`src/rtl/vga_pkg.sv`:
```
// Shared constants and types for the VGA pixel fetch stage.
// Holds the default 640x480 timing, derived sync windows, frame size, FIFO sizing
// and the fetch FSM state type.
package vga_pkg;

  localparam int unsigned H_ACTIVE = 640;
  localparam int unsigned H_FP     = 16;
  localparam int unsigned H_SYNC   = 96;
  localparam int unsigned V_ACTIVE = 480;
  localparam int unsigned V_FP     = 10;
  localparam int unsigned V_SYNC   = 2;

  // Sync windows are half-open: [START, END)
  localparam int unsigned H_SYNC_START = H_ACTIVE + H_FP;
  localparam int unsigned H_SYNC_END   = H_SYNC_START + H_SYNC;
  localparam int unsigned V_SYNC_START = V_ACTIVE + V_FP;
  localparam int unsigned V_SYNC_END   = V_SYNC_START + V_SYNC;

  localparam int unsigned FRAME_PIXELS = H_ACTIVE * V_ACTIVE;

  localparam int unsigned FIFO_DEPTH = 4;
  localparam int unsigned DATA_W     = 8;
  localparam int unsigned ADDR_W     = 20;

  typedef enum logic [0:0] {
    IDLE = 1'b0,
    REQ  = 1'b1
  } fetch_state_t;

  // True when lo <= v < hi
  function automatic logic in_window(logic [9:0] v, int unsigned lo, int unsigned hi);
    return (v >= 10'(lo)) && (v < 10'(hi));
  endfunction

endpackage

```
`src/rtl/pixel_fifo.sv`:
```
// Synchronous FIFO used as the pixel prefetch buffer.
// Ports: clk, rst (async, active-high), push/wdata, pop/rdata (first-word fall-through),
// flush (clears contents, wins over push/pop), full, empty, count.
// Depth must be a power of two so the pointers wrap naturally.
module pixel_fifo #(
  parameter int unsigned Width = 8,
  parameter int unsigned Depth = 4
) (
  input  logic                     clk,
  input  logic                     rst,
  input  logic                     push,
  input  logic [Width-1:0]         wdata,
  input  logic                     pop,
  output logic [Width-1:0]         rdata,
  input  logic                     flush,
  output logic                     full,
  output logic                     empty,
  output logic [$clog2(Depth):0]   count
);

  localparam int unsigned PtrW = $clog2(Depth);

  logic [Width-1:0] mem_q [Depth];
  logic [PtrW-1:0]  wr_ptr_q, rd_ptr_q;
  logic [PtrW:0]    count_q;
  logic             do_push, do_pop;

  assign full    = (count_q == (PtrW + 1)'(Depth));
  assign empty   = (count_q == '0);
  assign count   = count_q;
  assign rdata   = mem_q[rd_ptr_q];
  assign do_push = push && !full;
  assign do_pop  = pop && !empty;

  always_ff @(posedge clk or posedge rst) begin
    if (rst) begin
      wr_ptr_q <= '0;
      rd_ptr_q <= '0;
      count_q  <= '0;
    end else if (flush) begin
      wr_ptr_q <= '0;
      rd_ptr_q <= '0;
      count_q  <= '0;
    end else begin
      if (do_push) wr_ptr_q <= wr_ptr_q + 1'b1;
      if (do_pop)  rd_ptr_q <= rd_ptr_q + 1'b1;
      // Simultaneous push and pop leaves the count unchanged
      case ({do_push, do_pop})
        2'b10:   count_q <= count_q + 1'b1;
        2'b01:   count_q <= count_q - 1'b1;
        default: count_q <= count_q;
      endcase
    end
  end

  // Storage needs no reset; validity is tracked by the pointers
  always_ff @(posedge clk) begin
    if (do_push && !flush) mem_q[wr_ptr_q] <= wdata;
  end

endmodule

```
`src/rtl/vga_pixel_fetch.sv`:
```
// VGA pixel fetch stage: prefetches frame-buffer pixels over a req/ack port into a
// small FIFO and emits registered rgb/hsync/vsync/blank on each pixel strobe.
// Ports:
//   clk, rst           clock, async active-high reset
//   enable             stage enable (no fetches, no pops, forced blank when low)
//   pixel_stb, row, col, pix_addr   timer strobe and counters
//   mem_req, mem_addr, mem_ack, mem_rdata   single-outstanding read port
//   rgb, hsync, vsync, blank        registered video outputs (syncs active-low)
//   underflow, addr_err             sticky status flags, cleared only by rst
// Build option: define ADDR_CHECK_EN to store each pixel's fetch address in the FIFO and
// compare it against pix_addr on every active pop; otherwise addr_err is tied low.
module vga_pixel_fetch
  import vga_pkg::*;
(
  input  logic              clk,
  input  logic              rst,
  input  logic              enable,
  input  logic              pixel_stb,
  input  logic [9:0]        row,
  input  logic [9:0]        col,
  input  logic [19:0]       pix_addr,
  output logic              mem_req,
  output logic [19:0]       mem_addr,
  input  logic              mem_ack,
  input  logic [DATA_W-1:0] mem_rdata,
  output logic [DATA_W-1:0] rgb,
  output logic              hsync,
  output logic              vsync,
  output logic              blank,
  output logic              underflow,
  output logic              addr_err
);

`ifdef ADDR_CHECK_EN
  localparam int unsigned FifoW = DATA_W + ADDR_W;
`else
  localparam int unsigned FifoW = DATA_W;
`endif
  localparam int unsigned CntW = $clog2(FIFO_DEPTH) + 1;

  fetch_state_t      state_q, state_d;
  logic [ADDR_W-1:0] fetch_addr_q, fetch_addr_d;
  logic [ADDR_W-1:0] mem_addr_q, mem_addr_d;
  // Set when a flush hits an outstanding request, so its data is dropped even if the
  // ack arrives after row has returned to the active area.
  logic              stale_q, stale_d;

  logic              flush, active_px, can_fetch, drop;
  logic              fifo_push, fifo_pop, fifo_full, fifo_empty;
  logic [FifoW-1:0]  fifo_wdata, fifo_rdata;
  logic [CntW-1:0]   fifo_count;

  logic [DATA_W-1:0] rgb_q;
  logic              hsync_q, vsync_q, blank_q, underflow_q;

  assign flush     = (row >= 10'(V_ACTIVE));
  assign active_px = (col < 10'(H_ACTIVE)) && (row < 10'(V_ACTIVE));
  assign can_fetch = enable && !flush && (fifo_count < CntW'(FIFO_DEPTH)) &&
                     (fetch_addr_q < ADDR_W'(FRAME_PIXELS));
  assign drop      = flush || stale_q;
  assign fifo_push = (state_q == REQ) && mem_ack && !drop;
  assign fifo_pop  = pixel_stb && active_px && enable && !fifo_empty;

`ifdef ADDR_CHECK_EN
  assign fifo_wdata = {mem_addr_q, mem_rdata};
`else
  assign fifo_wdata = mem_rdata;
`endif

  pixel_fifo #(
    .Width (FifoW),
    .Depth (FIFO_DEPTH)
  ) u_fifo (
    .clk   (clk),
    .rst   (rst),
    .push  (fifo_push),
    .wdata (fifo_wdata),
    .pop   (fifo_pop),
    .rdata (fifo_rdata),
    .flush (flush),
    .full  (fifo_full),
    .empty (fifo_empty),
    .count (fifo_count)
  );

  // Fetch FSM next state
  always_comb begin
    state_d      = state_q;
    fetch_addr_d = fetch_addr_q;
    mem_addr_d   = mem_addr_q;
    stale_d      = stale_q;
    unique case (state_q)
      IDLE: begin
        if (can_fetch) begin
          state_d    = REQ;
          mem_addr_d = fetch_addr_q;
        end
      end
      REQ: begin
        if (mem_ack) begin
          state_d = IDLE;
          stale_d = 1'b0;
          if (!drop) fetch_addr_d = fetch_addr_q + 1'b1;
        end else if (flush) begin
          stale_d = 1'b1;
        end
      end
      default: state_d = IDLE;
    endcase
    if (flush) fetch_addr_d = '0;
  end

  always_ff @(posedge clk or posedge rst) begin
    if (rst) begin
      state_q      <= IDLE;
      fetch_addr_q <= '0;
      mem_addr_q   <= '0;
      stale_q      <= 1'b0;
    end else begin
      state_q      <= state_d;
      fetch_addr_q <= fetch_addr_d;
      mem_addr_q   <= mem_addr_d;
      stale_q      <= stale_d;
    end
  end

  // Decoded straight from the state flop, so async reset drops it immediately
  assign mem_req  = (state_q == REQ);
  assign mem_addr = mem_addr_q;

  // Video outputs update only on strobes and hold in between
  always_ff @(posedge clk or posedge rst) begin
    if (rst) begin
      rgb_q       <= '0;
      hsync_q     <= 1'b1;
      vsync_q     <= 1'b1;
      blank_q     <= 1'b1;
      underflow_q <= 1'b0;
    end else if (pixel_stb) begin
      if (!enable) begin
        rgb_q   <= '0;
        blank_q <= 1'b1;
        hsync_q <= 1'b1;
        vsync_q <= 1'b1;
      end else begin
        hsync_q <= !in_window(col, H_SYNC_START, H_SYNC_END);
        vsync_q <= !in_window(row, V_SYNC_START, V_SYNC_END);
        if (active_px) begin
          blank_q <= 1'b0;
          if (!fifo_empty) begin
            rgb_q <= fifo_rdata[DATA_W-1:0];
          end else begin
            rgb_q       <= '0;
            underflow_q <= 1'b1;
          end
        end else begin
          rgb_q   <= '0;
          blank_q <= 1'b1;
        end
      end
    end
  end

  assign rgb       = rgb_q;
  assign hsync     = hsync_q;
  assign vsync     = vsync_q;
  assign blank     = blank_q;
  assign underflow = underflow_q;

`ifdef ADDR_CHECK_EN
  logic addr_err_q;

  always_ff @(posedge clk or posedge rst) begin
    if (rst) begin
      addr_err_q <= 1'b0;
    end else if (fifo_pop && (fifo_rdata[FifoW-1 -: ADDR_W] != pix_addr)) begin
      addr_err_q <= 1'b1;
    end
  end

  assign addr_err = addr_err_q;
`else
  logic unused_pix_addr;
  assign unused_pix_addr = ^pix_addr;
  assign addr_err        = 1'b0;
`endif

  // Single outstanding request plus the count check means a push never meets a full FIFO
  no_overflow_a: assert property (@(posedge clk) disable iff (rst) !(fifo_push && fifo_full));

endmodule

```
`config.mk`:
```
export PLATFORM = sky130hd
export DESIGN_NAME = vga_pixel_fetch
export DESIGN_NICKNAME = d
export VERILOG_FILES = /design/src/rtl/vga_pkg.sv /design/src/rtl/pixel_fifo.sv /design/src/rtl/vga_pixel_fetch.sv
export SDC_FILE = /design/constraint.sdc
export NUM_CORES = 1
export LEC_CHECK = 0
export ABC_AREA = 1
export CAP_MARGIN = 10
export CORE_ASPECT_RATIO = 0.75
export CORE_MARGIN = 2
export CORE_UTILIZATION = 55
export DETAILED_ROUTE_END_ITERATION = 8
export GPL_TIMING_DRIVEN = 0
export PLACE_DENSITY_LB_ADDON = 0.08
export SLEW_MARGIN = 20
export SYNTH_ARGS = -nofsm -noshare
export SYNTH_HDL_FRONTEND = slang
export SYNTH_SLANG_ARGS = --single-unit
export TNS_END_PERCENT = 5
```
`constraint.sdc`:
```
create_clock -name clk -period 4.8 [get_ports clk]
set_input_delay 0.72 -clock clk [delete_from_list [all_inputs] [get_ports clk]]
set_output_delay 0.72 -clock clk [all_outputs]
set_load 0.005 [all_outputs]
```
==> run metrics <==
status finished, final reports clean; area enclosed by the die boundary 0.008538 mm2; maximum clock insertion buffer count 2; register clock-pin slew on the reported worst setup and hold paths 0.10 ns; multi-input gate area in the final layout 0.001493 mm2; clk root buf sky130_fd_sc_hd__clkbuf_8; proportion of synthesized area in mux cells 0%; H-tree levels 3; antenna violations before repair 0; cts hold-fix bufs 0; routability congestion estimate just over 0.9; main combinational cell family by area after synthesis simple AND/OR/NAND/NOR gates; synthesized cell area ~0.0043 mm2; Max Cap Viol 0; post-DR wirelength/cell 14.92 um; Post-layout nets 599; I/O pins 87; final setup vio count 0; share of cells above drive strength 1 ~10%; type of the worst min-delay path flop to flop; CP Capture Type flop; fmax 374.1 MHz; via count 3458; first-pass GRT wire length about 16 mm; Critical Path Start Type input pin; pins over their slew limit 0; share of the synthesized area in compound gates (AO/OA/AOI/OAI) approximately 9.3%; post-route clock period utilization 55.70%; TritonCTS clock tree built; starting density of the core roughly 58%; maximum fanout along the worst path 7; share of the synthesized netlist area taken by xor and xnor gates less than 1%; post-synthesis cell count 468; post-synthesis adder-cell area fraction 1.923%; register bit total from synthesis 93; First DRT Iteration DRCs roughly 350; Post-DRT Antenna Nets 0; accumulated negative setup slack 0 ns; static leakage power ~2.1 nW; GRT Util Overall 24.39%; post-route design area approximately 0.0052 mm2; largest net degree at the start of global routing 36; postcts setup bufs 0; Clock Skews 0.01541 ns; core area 0.007466 mm2; placed wire-length estimate after detailed placement 7.175 mm; fillcell total 591; CTS buffer count 9; mean post-synth cell area 9.175 um2; port bufs 60; peak supply drop 169.4 uV; number of distinct library cells after synthesis 36; power density relative to cell area 283.1 mW/mm2; cts repair resizes 0; sequential standard cell area 0.002491 mm2; Yosys Warn Count 0; sequential element share of the synthesized area 58.01%; final hold viol count 0; via count of the first global-routing pass 3245; insertion delay of the later-clocked pin in the worst-skew pair 0.37 ns; DR pass1 iterations 5; number of diodes added for antenna fixing 0; total DRC errors in the routed layout 0; Die Wd 106.0 um; Setup CP Type input pin to flop; post-synth net total 527; count of clock tree sinks 93; GRT Residual Overflow 0; Max transition margin 41.80%; Placement Cell Area roughly 0.0050 mm2; Placement Rows 27; time the final worst path needs with I/O delays and setup 2.673 ns; vertical die dimension 80.52 um; RSZ-0062 raised after global routing no; post-synthesis to final-layout area growth 22.17%; data arrival time at the worst-slack endpoint roughly 3 ns; worst path required time 5.06 ns; total detailed-routing wirelength 9.636 mm; simple-gate portion of the synthesized area 22.64%; routed via count divided by cell count 5.353; Worst-Margin Slew 0.8698 ns
## layout by cell type (no fill, tap or decap), types with 2 or more instances in the layout
cell / count
sky130_fd_sc_hd__inv_1: 56
sky130_fd_sc_hd__nor2_2: 2
sky130_fd_sc_hd__nand3_2: 5
sky130_fd_sc_hd__o21ai_0: 33
sky130_fd_sc_hd__buf_2: 8
sky130_fd_sc_hd__nand2_2: 3
sky130_fd_sc_hd__clkinv_8: 2
sky130_fd_sc_hd__inv_6: 2
sky130_fd_sc_hd__dfstp_2: 3
sky130_fd_sc_hd__a21oi_1: 7
sky130_fd_sc_hd__nor2_1: 59
sky130_fd_sc_hd__nand4_1: 11
sky130_fd_sc_hd__buf_4: 4
sky130_fd_sc_hd__nand3_1: 21
sky130_fd_sc_hd__dfrtp_1: 58
sky130_fd_sc_hd__nand2_1: 97
sky130_fd_sc_hd__inv_2: 3
sky130_fd_sc_hd__nor3_1: 7
sky130_fd_sc_hd__nor3_2: 2
sky130_fd_sc_hd__clkinv_4: 2
sky130_fd_sc_hd__clkbuf_8: 9
sky130_fd_sc_hd__xor2_1: 3
sky130_fd_sc_hd__ha_1: 5
sky130_fd_sc_hd__o21ai_1: 25
sky130_fd_sc_hd__o22ai_1: 8
sky130_fd_sc_hd__nor2_4: 2
sky130_fd_sc_hd__clkdlybuf4s50_1: 60
sky130_fd_sc_hd__edfxtp_1: 32
## sequential cells by signal, indices dropped and copies added, names as in the netlist
| name | cells |
|---|---|
| u_fifo.mem_q | 32 |
| fetch_addr_q | 20 |
| mem_addr | 20 |
| rgb | 8 |
| u_fifo.count | 3 |
| u_fifo.rd_ptr_q | 2 |
| u_fifo.wr_ptr_q | 2 |
| blank | 1 |
| hsync | 1 |
| mem_req | 1 |
| stale_q | 1 |
| underflow | 1 |
| vsync | 1 |
## critical path, stage by stage
cell,delay [ns]
sky130_fd_sc_hd__clkdlybuf4s50_1,0.47
sky130_fd_sc_hd__nand2_1,0.11
sky130_fd_sc_hd__nor2_4,0.16
sky130_fd_sc_hd__nand4_1,0.30
sky130_fd_sc_hd__nand3_2,0.22
sky130_fd_sc_hd__inv_1,0.07
sky130_fd_sc_hd__fa_1,0.38
sky130_fd_sc_hd__xnor2_1,0.23
sky130_fd_sc_hd__nand3b_1,0.14
sky130_fd_sc_hd__nand2_1,0.05
sky130_fd_sc_hd__inv_1,0.04
sky130_fd_sc_hd__nand2_1,0.04
## metal layers
| metal | GRT usage [%] | vias to the layer above | routed length (um) |
|---|---|---|---|
| met5 | 0 | - | 0 |
| met4 | 6.184 | 0 | 67 |
| met3 | 5.032 | 8 | 696 |
| met2 | 36.58 | 129 | 4133 |
| met1 | 36.43 | 1637 | 4740 |
| li1 | - | 1684 | - |
## metrics by stage
step	hold slack (ns)	instances	utilization [%]	setup slack, ns	power (mW)
after floorplan	0.4510	468	-	2.474	0.9249
after detailed placement	0.4468	630	67.55	1.759	0.9867
final	0.4679	646	70.27	2.127	1.485
after global placement	0.4392	629	67.25	1.441	0.9806
after global routing	0.5000	646	70.27	1.945	1.549
after CTS	0.4721	646	70.27	2.147	1.499
## path summary, 6_finish.rpt
check | cells after the start | slack, ns | end | from
worst max register to register | 11 | 2.57 | u_fifo.count[2] | mem_req
min in group asynchronous | 2 | 0.67 | rgb[0] | rst
worst max-delay path | 12 | 2.13 | u_fifo.count[2] | mem_ack
worst min-delay path | 1 | 0.47 | underflow | underflow
worst min register to register | 1 | 0.47 | underflow | underflow
max in group asynchronous | 3 | 3.55 | hsync | rst
## where the power goes
group	internal (mW)	total, mW	switching [mW]
logic	0.0511	0.125	0.0737
registers	0.835	0.844	0.00972
clock network	0.206	0.516	0.310
## cell usage after synthesis, drive strengths merged
cell | number | area [um2]
a21o | 1 | 7.510
a21oi | 7 | 35.03
a31oi | 1 | 6.260
a32o | 1 | 10.01
buf | 13 | 81.33
clkbuf | 1 | 3.750
conb | 1 | 3.750
dfrtp | 58 | 1451
dfstp | 3 | 78.83
edfxtp | 32 | 960.9
fa | 1 | 20.02
ha | 5 | 62.56
inv | 60 | 225.2
nand2 | 100 | 382.9
nand3 | 27 | 172.7
nand3b | 1 | 7.510
nand4 | 11 | 68.82
nor2 | 63 | 256.5
nor3 | 10 | 71.32
nor4 | 1 | 6.260
o21ai | 58 | 290.3
o22ai | 8 | 50.05
or3 | 1 | 6.260
xnor2 | 1 | 8.760
xor2 | 3 | 26.28
## area by class of cell
class                   count  share of cell area, %
multi-input cells         301                  28.45
inverters                  60                  4.341
repair buffers             61                  11.83
clock inverters             7                  1.503
clock buffers               9                  2.361
plain buffers              14                  1.622
well taps                 101                  2.409
flip-flops and latches     93                  47.48
## cell families after synthesis
| family | count (synthesis) |
|---|---|
| adders and majority gates | 6 |
| AOI/OAI and AO/OA | 76 |
| and+or+nand+nor | 214 |
| buffers and inverters | 74 |
| other | 1 |
| xor gates and xnor gates | 4 |
| DFF | 93 |
No activity file was read; power rests on OpenSTA's default activity.
